[src/rtl/seq_bit_serializer_if.sv]
// rtl/seq_bit_serializer_if.sv - parallel word in / serial bit out signal bundle
interface seq_bit_serializer_if #(
  parameter int WIDTH = 8
);
  logic [WIDTH-1:0] data_in;
  logic             data_valid;
  logic             data_ready;
  logic             ser_out;
  logic             ser_valid;
  logic             word_done;

  // Word producer / serial consumer side
  modport master (
    output data_in,
    output data_valid,
    input  data_ready,
    input  ser_out,
    input  ser_valid,
    input  word_done
  );

  // Serializer side
  modport slave (
    input  data_in,
    input  data_valid,
    output data_ready,
    output ser_out,
    output ser_valid,
    output word_done
  );
endinterface

[src/rtl/seq_bit_serializer.sv]
// rtl/seq_bit_serializer.sv - word-to-bit serializer with one-word holding register
module seq_bit_serializer #(
  parameter int WIDTH     = 8,
  parameter bit MSB_FIRST = 1'b1
) (
  input  logic                 clk,
  input  logic                 rst,
  seq_bit_serializer_if.slave  bus
);

  localparam int             CW       = $clog2(WIDTH);
  localparam logic [CW-1:0]  LAST_CNT = CW'(WIDTH - 1);

  typedef enum logic {
    IDLE  = 1'b0,
    SHIFT = 1'b1
  } state_t;

  state_t           state_q, state_d;
  logic [CW-1:0]    cnt_q, cnt_d;
  logic [WIDTH-1:0] shift_q, shift_d;
  logic [WIDTH-1:0] hold_q, hold_d;
  logic             hold_full_q, hold_full_d;
  logic [WIDTH-1:0] shift_adv;
  logic             xfer;
  logic             last_bit;
  logic             emitting;

  // Ready depends only on the holding register, never on data_valid
  assign bus.data_ready = ~hold_full_q;
  assign xfer           = bus.data_valid & ~hold_full_q;
  assign emitting       = (state_q == SHIFT);
  assign last_bit       = emitting && (cnt_q == LAST_CNT);

  assign bus.ser_valid  = emitting;
  assign bus.word_done  = last_bit;
  assign bus.ser_out    = emitting & (MSB_FIRST ? shift_q[WIDTH-1] : shift_q[0]);

  // Shifter advanced by one bit toward the output end
  always_comb begin
    shift_adv = shift_q;
    if (MSB_FIRST) shift_adv = {shift_q[WIDTH-2:0], 1'b0};
    else           shift_adv = {1'b0, shift_q[WIDTH-1:1]};
  end

  // Next-state: load, shift, hand off from holding register or go idle
  always_comb begin
    state_d     = state_q;
    cnt_d       = cnt_q;
    shift_d     = shift_q;
    hold_d      = hold_q;
    hold_full_d = hold_full_q;
    unique case (state_q)
      IDLE: begin
        if (xfer) begin
          shift_d = bus.data_in;
          cnt_d   = '0;
          state_d = SHIFT;
        end
      end
      SHIFT: begin
        if (last_bit) begin
          cnt_d = '0;
          if (hold_full_q) begin
            // data_ready is low here, so no new word can collide with the handoff
            shift_d     = hold_q;
            hold_full_d = 1'b0;
          end else if (xfer) begin
            shift_d = bus.data_in;
          end else begin
            state_d = IDLE;
          end
        end else begin
          shift_d = shift_adv;
          cnt_d   = cnt_q + 1'b1;
          if (xfer) begin
            hold_d      = bus.data_in;
            hold_full_d = 1'b1;
          end
        end
      end
      default: state_d = IDLE;
    endcase
  end

  // State registers; reset drops the in-flight and held words
  always_ff @(posedge clk or negedge rst) begin
    if (!rst) begin
      state_q     <= IDLE;
      cnt_q       <= '0;
      shift_q     <= '0;
      hold_q      <= '0;
      hold_full_q <= 1'b0;
    end else begin
      state_q     <= state_d;
      cnt_q       <= cnt_d;
      shift_q     <= shift_d;
      hold_q      <= hold_d;
      hold_full_q <= hold_full_d;
    end
  end

endmodule

[src/flat_wrapper.sv]
// flat-port wrapper written by rule: the top's interface ports become plain ports
module seq_bit_serializer_flat 
#(
  parameter int WIDTH     = 8,
  parameter bit MSB_FIRST = 1'b1
)
  (clk, rst, bus_data_in, bus_data_valid, bus_data_ready, bus_ser_out, bus_ser_valid, bus_word_done);
  seq_bit_serializer_if #(.WIDTH(WIDTH)) bus_i ();
  input  logic clk;
  input  logic rst;
  input wire logic [$bits(bus_i.data_in)-1:0] bus_data_in;
  input wire logic [$bits(bus_i.data_valid)-1:0] bus_data_valid;
  output wire logic [$bits(bus_i.data_ready)-1:0] bus_data_ready;
  output wire logic [$bits(bus_i.ser_out)-1:0] bus_ser_out;
  output wire logic [$bits(bus_i.ser_valid)-1:0] bus_ser_valid;
  output wire logic [$bits(bus_i.word_done)-1:0] bus_word_done;
  assign bus_i.data_in = bus_data_in;
  assign bus_i.data_valid = bus_data_valid;
  assign bus_data_ready = bus_i.data_ready;
  assign bus_ser_out = bus_i.ser_out;
  assign bus_ser_valid = bus_i.ser_valid;
  assign bus_word_done = bus_i.word_done;
  seq_bit_serializer #(.WIDTH(WIDTH), .MSB_FIRST(MSB_FIRST)) u_core (.clk(clk), .rst(rst), .bus(bus_i));
endmodule
[config.mk]
export PLATFORM = sky130hd
export DESIGN_NAME = seq_bit_serializer_flat
export DESIGN_NICKNAME = d
export VERILOG_FILES = /design/src/rtl/seq_bit_serializer_if.sv /design/src/rtl/seq_bit_serializer.sv /design/src/flat_wrapper.sv
export SDC_FILE = /design/constraint.sdc
export NUM_CORES = 1
export LEC_CHECK = 0
export BUFFER_PORTS_ARGS = -buffer_cell sky130_fd_sc_hd__buf_4
export CORE_MARGIN = 10
export CORE_UTILIZATION = 40
export DETAILED_ROUTE_END_ITERATION = 10
export PLACE_DENSITY = 0.66
export SYNTH_ARGS = -nofsm -noshare
export SYNTH_HDL_FRONTEND = slang
export SYNTH_SLANG_ARGS = --single-unit
[constraint.sdc]
create_clock -name clk -period 2 [get_ports clk]
set_clock_uncertainty 0.05 [all_clocks]
set_input_delay 0.1 -clock clk [delete_from_list [all_inputs] [get_ports clk]]
set_output_delay 0.1 -clock clk [all_outputs]
set_load 0.01 [all_outputs]
==> reports/qor.yml, run 1 <==
status: "complete, no violations"
grt_pass1_wl_um: 4110
ant_nets: 0
reg2reg_slack_ns: 0.19
rr_worst_depth: 4
worstHoldPathCells: 3
routabilityCongestion: 0.813
ios: 15
period_share_pct: 91.2
maxSlewHeadroom_pct: 69.3
endpoint_kind: "primary output"
synth_edf_count: 0
finalPower_mw: 1.73
grt.total_usage_pct: 9.96
use_met3_pct: 2.71
slew_violations: 0
vias: 811
fmax_ghz: 0.548
synth_cell_types: 23
numCtsBuffers: 3
routed_wirelength_um: 2370
r2r-start: "u_core.cnt_q[0]"
slowest_stage: "dfrtp_1"
slowest_delay_ns: 0.42
nNetsFinal: 133
pre_cts_ws_ns: 0.186
crit_buf_inv: 2
syn_to_final_growth_pct: 26.5
cts_resized: 0
utilization_pct: 54.8
clk_pin_slew_ns: 0.12
n_fill_cell: 204
grt_util_met1_pct: 12.6
cp_max_fo: 15
crit_cells: 5
drc: 0
insertion_delay_ns: 0.31
setup_viol: 0
place.detailed.hpwl_um: 1540
num_rows: 17
multi_input_area_um2: 420
io_buffer_count: 14
busiest_layer: "met2"
ys_warn_count: 0
synthesis.nets: 107
drt_iter0_markers: 33
grt-ovfl-total: 0
drive_above_1_share_pct: 26.1
register_area_um2: 526
vias_per_cell: 5.52
synth_async_sr_flop_share_pct: 100
hold_violations: 0
dr.pass1.iters: 5
cts_sinks: 21
avgSynthCellArea_um2: 10.5
syn_area_um2: 986
htree_levels: 1
cts_root_buf: "clkbuf_4"
tightestPinTransition_ns: 0.458
yosysSeqAreaShare_pct: 53.3
leakage_nw: 0.551
final_common_cell: "nand2_1"
grt_max_degree: 22
netlist_instances: 94
start_util_pct: 43.3
ys.flop_type: "dfrtp_1"
die_y_um: 69.6
hp-class: "primary input to flip-flop"
fp.dieW_um: 69.6
critPathTopFamily: "adder cells"
fin_tns_setup_ns: 0
grt_use_met2_pct: 15.6
mostFrequentLayoutCells: "nand2_1, dfrtp_1, buf_4"
wl_per_cell_um: 16.1
setup_slack_ns: 0.177
ir_drop_uv: 698
period_minus_slack_ns: 1.82
critPathLaunch: "u_core.cnt_q[0]"
criticalPathCategory: "flip-flop to primary output"
start_kind: "flip-flop"
core_area_um2: 2280
final_cells: 147
antenna_found_initial: 0
crit_chain: "ha_1, ha_1, buf_4, and2_1, buf_4"
cts_tree: "done"
die_area_um2: 4850
antenna_cells: 0
worstHoldStart: "bus_data_valid"
p_per_area_nw_per_um2: 1390
grt_setup_unrepaired: "false"
cts_buffer_depth: 2
arrival_ns: 1.67
cp_data_required_time_ns: 1.85
grt_pass1_vias: 821
cap_violations: 0
ys_ff_latch: 21
dp.cells: 134
power breakdown:
| part | internal, mW | switching (mW) | total (mW) |
|---|---|---|---|
| sequential | 0.633 | 0.120 | 0.753 |
| clock | 0.0780 | 0.137 | 0.215 |
| combinational | 0.391 | 0.373 | 0.764 |
| total | 1.10 | 0.630 | 1.73 |
cells by family after synthesis:
kind of cell	Yosys count	share of synthesized area, %
AO/OA/AOI/OAI	21	14.7
adder cells (fa/ha/maj)	2	2.54
buffers and inverters	9	4.06
flip-flops	21	53.3
multiplexers	9	10.2
AND/OR/NAND/NOR	32	15.2
worst min-delay path, cell delays in order:
cell and delay, ns:
buf_4 0.12, nand2_1 0.12, a21oi_1 0.08
synthesized netlist by cell type (2+ instances only):
master    n  share of area, %
and2_1    2               1.3
ha_1      2               2.5
mux2_2    8               9.1
buf_2     5               2.5
dfrtp_1  21                53
nand2_1  23               8.8
o22ai_1   9               5.7
a32oi_1   7               6.2
o21ai_0   2               1.0
inv_1     2              0.76
what timing repair did:
action	CTS	global route
buffers inserted	0	0
endpoints found under the hold margin	30	0
hold buffers	9	0
final cells by class:
| class | count | area share [%] |
|---|---|---|
| flip-flops and latches | 21 | 42.1 |
| inverters | 2 | 0.602 |
| multi-input cells | 64 | 33.7 |
| well taps | 28 | 2.81 |
| repair buffers | 28 | 18.7 |
| clock buffers | 4 | 2.11 |
per-stage QoR:
step | area (µm²) | hold WS [ns]
2_1_floorplan | 986 | -0.246
3_3_place_gp | 1130 | -0.0521
3_5_place_dp | 1130 | -0.0457
4_1_cts | 1250 | 0.0774
5_1_grt | 1250 | 0.0943
6_report | 1250 | 0.0780
sequential cells by signal, summed over array words and instances, names as in the netlist:
signal and count:
u_core.bus.ser_valid 1, u_core.hold_q 8, u_core.cnt_q 3, u_core.hold_full_q 1, u_core.shift_q 8
routing by layer:
| metal | part of all wire, % | up-vias |
|---|---|---|
| li1 | - | 389 |
| met5 | 0 | - |
| met4 | 1.2 | 0 |
| met3 | 5.4 | 4 |
| met2 | 48 | 21 |
| met1 | 45 | 397 |
final timing paths:
kind                                 endpoint
setup reg to reg             u_core.hold_q[1]
min in group asynchronous   u_core.shift_q[0]
hold / removal             u_core.hold_full_q
setup / recovery                bus_word_done
max in group asynchronous    u_core.hold_q[5]
hold reg to reg              u_core.hold_q[6]
Power figures use the tool's default switching activity.
==> run 2: changes to the inputs <==
==> constraint.sdc (replaced) <==
create_clock -name clk -period 1.9 [get_ports clk]
set_clock_uncertainty 0.05 [all_clocks]
set_input_delay 0.095 -clock clk [delete_from_list [all_inputs] [get_ports clk]]
set_output_delay 0.095 -clock clk [all_outputs]
set_load 0.01 [all_outputs]
==> run 2 against run 1 <==
  * Worst hold slack better by 0.031 ns
  * Critical path depth stayed put
  * Power is 4.8% higher
  * Register-to-register slack worse by 0.04 ns
  * Cell count stayed put
==> reports/qor.yml, run 2 (synthesized netlist as in run 1, its figures left out) <==
hp-class: "primary input to flip-flop"  # unchanged
vias: 805  # was 811
seqPwrFrac_pct: 43.9  # was 43.5%
drt_iter0_markers: 33  # unchanged
start_util_pct: 43.3  # unchanged
power_frac_comb_pct: 44.1  # about the same
power_switching_mw: 0.657  # was 0.630 mW
slew_violations: 0  # unchanged
maxSlewHeadroom_pct: 70.6  # was 69.3%
nNetsFinal: 133  # unchanged
wl_per_cell_um: 15.6  # was 16.1 µm
grt.total_usage_pct: 9.64  # was 9.96%
p_per_area_nw_per_um2: 1460  # was 1390 nW/µm²
fp.dieW_um: 69.6  # unchanged
status: "complete, no violations"  # unchanged
grt-ovfl-total: 0  # unchanged
htree_levels: 1  # unchanged
num_rows: 17  # unchanged
worstHoldPathCells: 3  # unchanged
routed_wirelength_um: 2300  # was 2370 µm
clk_pin_slew_ns: 0.11  # was 0.12 ns
arrival_ns: 1.66  # was 1.67 ns
place.detailed.hpwl_um: 1610  # was 1540 µm
period_share_pct: 95.2
ir_drop_uv: 777  # was 698 µV
switching_share_pct: 36.2  # was 36.4%
ant_nets: 0  # unchanged
grt_setup_unrepaired: "false"  # unchanged
rr_worst_depth: 4  # unchanged
die_y_um: 69.6  # unchanged
io_buffer_count: 14  # unchanged
core_area_um2: 2280  # unchanged
antenna_cells: 0  # unchanged
cap_violations: 0  # unchanged
grt_pass1_wl_um: 3970  # was 4110 µm
leakage_nw: 0.550  # was 0.551 nW
fmax_ghz: 0.553
drc: 0  # unchanged
syn_to_final_growth_pct: 26.5  # unchanged
period_minus_slack_ns: 1.81
p_int_mw: 1.16  # was 1.10 mW
die_area_um2: 4850  # unchanged
cts_buffer_depth: 2  # unchanged
ios: 15  # unchanged
cp_data_required_time_ns: 1.75  # was 1.85 ns
cts_tree: "done"  # unchanged
pwr-share-clk_pct: 12.0  # was 12.4%
final_common_cell: "nand2_1"  # unchanged
setup_viol: 0  # unchanged
tightestPinTransition_ns: 0.441  # was 0.458 ns
register_area_um2: 526  # unchanged
numCtsBuffers: 3  # unchanged
hold_violations: 0  # unchanged
vias_per_cell: 5.48  # was 5.52
utilization_pct: 54.8  # unchanged
top_regs: "u_core.hold_q (8), u_core.shift_q (8), u_core.cnt_q (3)"  # unchanged
cts_sinks: 21  # unchanged
insertion_delay_ns: 0.31  # about the same
start_kind: "flip-flop"  # unchanged
endpoint_kind: "primary output"  # unchanged
grt_max_degree: 22  # unchanged
cts_root_buf: "clkbuf_4"  # unchanged
fin_tns_setup_ns: 0  # unchanged
multi_input_area_um2: 420  # unchanged
mostFrequentLayoutCells: "nand2_1, dfrtp_1, buf_4"  # unchanged
grt_pass1_vias: 807  # was 821
criticalPathCategory: "flip-flop to primary output"  # unchanged
cp_max_fo: 15  # unchanged
n_fill_cell: 202  # was 204
antenna_found_initial: 0  # unchanged
dr.pass1.iters: 4  # was 5
routabilityCongestion: 0.789  # was 0.813
drive_above_1_share_pct: 26.1  # unchanged
[run 2: metrics by stage]
step	area (µm²)	instances	power (mW)	hold slack, ns	setup WS [ns]
after floorplan	986	94	1.32	-0.251	0.174
after CTS	1240	146	1.81	0.117	0.0630
after global routing	1250	147	1.97	0.117	0.0215
final	1250	147	1.82	0.109	0.0917
after detailed placement	1120	133	1.58	-0.0570	0.128
after global placement	1120	133	1.55	-0.0563	0.176
[run 2: power groups by stage]
stage / logic [mW] / clock network [mW] / registers, mW
4_1_cts: 0.789 / 0.224 / 0.796
2_1_floorplan: 0.566 / 0 / 0.759
6_report: 0.801 / 0.217 / 0.796
5_1_grt: 0.900 / 0.242 / 0.826
3_3_place_gp: 0.752 / 0 / 0.795
3_5_place_dp: 0.776 / 0 / 0.803
[run 2: repair_timing]
item                       in CTS  in global routing
hold endpoints to repair       29                  0
resized for setup               0                  0
setup endpoints to repair       0                  1
buffers inserted                0                  1
hold buffers                    9                  0
[run 2: critical path, cell delays in order, from the launching register on]
cell and delay, ns:
dfrtp_1 0.40, ha_1 0.20, ha_1 0.22, buf_4 0.20, and2_1 0.19, buf_4 0.14
[run 2: routing by layer]
metal	wire (µm)	up-vias	track usage, %	part of all wire (%)
met1	1040	390	12.0	45
met5	0	-	0	0
li1	-	386	-	-
met2	1070	25	14.7	46
met4	25	0	3.26	1.1
met3	162	4	3.71	7.1
[run 2: final timing paths]
kind	from	to	slack (ns)
worst min register to register	u_core.hold_q[3]	u_core.hold_q[3]	0.48
min in group asynchronous	rst	u_core.shift_q[2]	0.14
worst max register to register	u_core.cnt_q[0]	u_core.hold_q[4]	0.15
worst max-delay path	u_core.cnt_q[0]	bus_word_done	0.09
max in group asynchronous	rst	u_core.shift_q[6]	1.44
worst min-delay path	bus_data_valid	u_core.hold_full_q	0.11
[run 2: cell type report]
type                    count  area share (%)
inverters                   2           0.602
flip-flops and latches     21            42.1
multi-input cells          64            33.7
well taps                  28            2.81
repair buffers             28            18.7
clock buffers               4            2.11
==> run 3: changes to the inputs <==
--- a/config.mk
+++ b/config.mk
@@ -10,6 +10,7 @@
 export CORE_UTILIZATION = 40
 export DETAILED_ROUTE_END_ITERATION = 10
 export PLACE_DENSITY = 0.66
+export RECOVER_POWER = 50
 export SYNTH_ARGS = -nofsm -noshare
 export SYNTH_HDL_FRONTEND = slang
 export SYNTH_SLANG_ARGS = --single-unit
==> run 3 against run 2 <==
  * Die area stayed put
  * Cell count stayed put
  * Power is 0.31% lower
  * Sequential power hardly changed
  * Clock power hardly changed
  * Critical path depth stayed put
  * Setup slack better by 0.0042 ns
  * Global-route usage stayed put
  * Critical path type unchanged
  * Largest cell class unchanged
  * Highest routed layer unchanged
==> reports/qor.yml, run 3 (synthesized netlist as in run 1, its figures left out) <==
status: "complete, no violations"  # unchanged
grt_setup_unrepaired: "false"  # unchanged
grt_use_met2_pct: 14.7  # unchanged
drc: 0  # unchanged
reg2reg_slack_ns: 0.15  # about the same
crit_chain: "ha_1, ha_1, buf_4, and2_1, buf_4"  # unchanged
cts_buffer_depth: 2  # unchanged
cp_max_fo: 15  # unchanged
busiest_layer: "met2"  # unchanged
clk_pin_slew_ns: 0.11  # about the same
dp.cells: 133  # unchanged
fin_tns_setup_ns: 0  # unchanged
dr.pass1.iters: 4  # unchanged
place.detailed.hpwl_um: 1610  # unchanged
endpoint_kind: "primary output"  # unchanged
power_switching_mw: 0.656  # was 0.657 mW
finalPower_mw: 1.81  # was 1.82 mW
fmax_ghz: 0.554  # was 0.553 GHz
grt_max_degree: 22  # unchanged
maxSlewHeadroom_pct: 24.1  # was 70.6%
holdWs_ns: 0.109  # about the same
pwr-share-clk_pct: 12.0  # about the same
grt_pass1_vias: 807  # unchanged
p_int_mw: 1.15  # was 1.16 mW
nNetsFinal: 133  # unchanged
period_minus_slack_ns: 1.80  # was 1.81 ns
mostFrequentLayoutCells: "nand2_1, dfrtp_1, buf_4"  # unchanged
antenna_cells: 0  # unchanged
start_kind: "flip-flop"  # unchanged
fp.dieW_um: 69.6  # unchanged
syn_to_final_growth_pct: 25.8  # was 26.5%
wl_per_cell_um: 15.6  # about the same
n_fill_cell: 203  # was 202
die_y_um: 69.6  # unchanged
insertion_delay_ns: 0.31  # about the same
use_met3_pct: 3.71  # unchanged
cts_tree: "done"  # unchanged
start_util_pct: 43.3  # unchanged
p_per_area_nw_per_um2: 1460  # about the same
vias: 805  # unchanged
setup_slack_ns: 0.0959  # was 0.0917 ns
slowest_stage: "dfrtp_1"  # unchanged
grt_util_met1_pct: 12.0  # unchanged
ir_drop_uv: 776  # was 777 µV
worstHoldPathCells: 3  # unchanged
criticalPathCategory: "flip-flop to primary output"  # unchanged
cts_root_buf: "clkbuf_4"  # unchanged
grt.total_usage_pct: 9.64  # unchanged
grt-ovfl-total: 0  # unchanged
die_area_um2: 4850  # unchanged
slew_violations: 0  # unchanged
slowest_delay_ns: 0.40  # about the same
setup_viol: 0  # unchanged
period_share_pct: 95.0  # was 95.2%
cts_resized: 0  # unchanged
hp-class: "primary input to flip-flop"  # unchanged
tightestPinTransition_ns: 1.14  # was 0.441 ns
htree_levels: 1  # unchanged
seqPwrFrac_pct: 44.0  # was 43.9%
routabilityCongestion: 0.789  # unchanged
grt_pass1_wl_um: 3970  # unchanged
worstReg2RegEnd: "u_core.hold_q[4]"  # unchanged
final_cells: 147  # unchanged
power_frac_comb_pct: 44.0  # was 44.1%
drive_above_1_share_pct: 24.4  # was 26.1%
crit_buf_inv: 2  # unchanged
arrival_ns: 1.66  # about the same
numCtsBuffers: 3  # unchanged
critPathTopFamily: "adder cells"  # unchanged
io_buffer_count: 14  # unchanged
hold_path_end: "u_core.hold_full_q"  # unchanged
leakage_nw: 0.542  # was 0.550 nW
vias_per_cell: 5.48  # unchanged
ant_nets: 0  # unchanged
antenna_found_initial: 0  # unchanged
top_regs: "u_core.hold_q (8), u_core.shift_q (8), u_core.cnt_q (3)"  # unchanged
cap_violations: 0  # unchanged
worstHoldStart: "bus_data_valid"  # unchanged
switching_share_pct: 36.3  # was 36.2%
cp_data_required_time_ns: 1.75  # about the same
num_rows: 17  # unchanged
core_area_um2: 2280  # unchanged
ios: 15  # unchanged
rr_worst_depth: 4  # unchanged
routed_wirelength_um: 2300  # about the same
pre_cts_ws_ns: 0.128  # unchanged
cts_sinks: 21  # unchanged
drt_iter0_markers: 31  # was 33
hold_violations: 0  # unchanged
r2r-start: "u_core.cnt_q[0]"  # unchanged
final_common_cell: "nand2_1"  # unchanged
[run 3: cell types whose count changed in the layout (fill, tap and decap cells not counted)]
cell / delta
buf_4: -2
clkbuf_1: +2
[run 3: worst min-delay path, delay by kind of cell]
| kind | cells | cell delay, ns |
|---|---|---|
| compound gates | 1 | 0.09 |
| buf+inv | 1 | 0.12 |
| simple gates | 1 | 0.13 |
[run 3: area by class of cell]
type,count,area [µm²],area share [%]
well taps,28,35.0,2.83
flip-flops and latches,21,526,42.4
repair buffers,28,225,18.2
multi-input cells,64,420,33.9
clock buffers,4,26.3,2.12
inverters,2,7.51,0.605
[run 3: power by group through the flow]
stage	registers, mW	logic [mW]	clock network (mW)
5_1_grt	0.826	0.895	0.242
2_1_floorplan	0.759	0.566	0
3_3_place_gp	0.795	0.752	0
3_5_place_dp	0.803	0.776	0
6_report	0.796	0.796	0.217
4_1_cts	0.796	0.789	0.224
[run 3: how the worst max path moves through the flow]
stage / to / slack (ns) / depth (start not counted) / start
2_1_floorplan: u_core.hold_q[0] / 0.17 / 5 / u_core.cnt_q[0]
4_1_cts: bus_word_done / 0.06 / 5 / u_core.cnt_q[0]
3_3_place_gp: u_core.hold_q[4] / 0.18 / 4 / u_core.cnt_q[0]
6_report: bus_word_done / 0.1 / 5 / u_core.cnt_q[0]
3_5_place_dp: u_core.hold_q[4] / 0.13 / 4 / u_core.cnt_q[0]
5_1_grt: bus_word_done / 0.02 / 5 / u_core.cnt_q[0]
[run 3: per-stage QoR]
stage          util [%]  cell area, µm²
2_1_floorplan         -             986
3_3_place_gp       49.4            1120
3_5_place_dp       49.4            1120
4_1_cts            54.5            1240
5_1_grt            54.5            1240
6_report           54.5            1240
[run 3: repair_timing]
item,in CTS,in global routing
setup endpoints to repair,0,1
hold endpoints to repair,29,0
hold buffers,9,0
setup buffers,0,1
[run 3: routing by layer]
metal  part of all wire [%]  up-vias
li1                       -      386
met3                    6.5        4
met2                     46       25
met5                      0        -
met4                    1.1        0
met1                     46      390
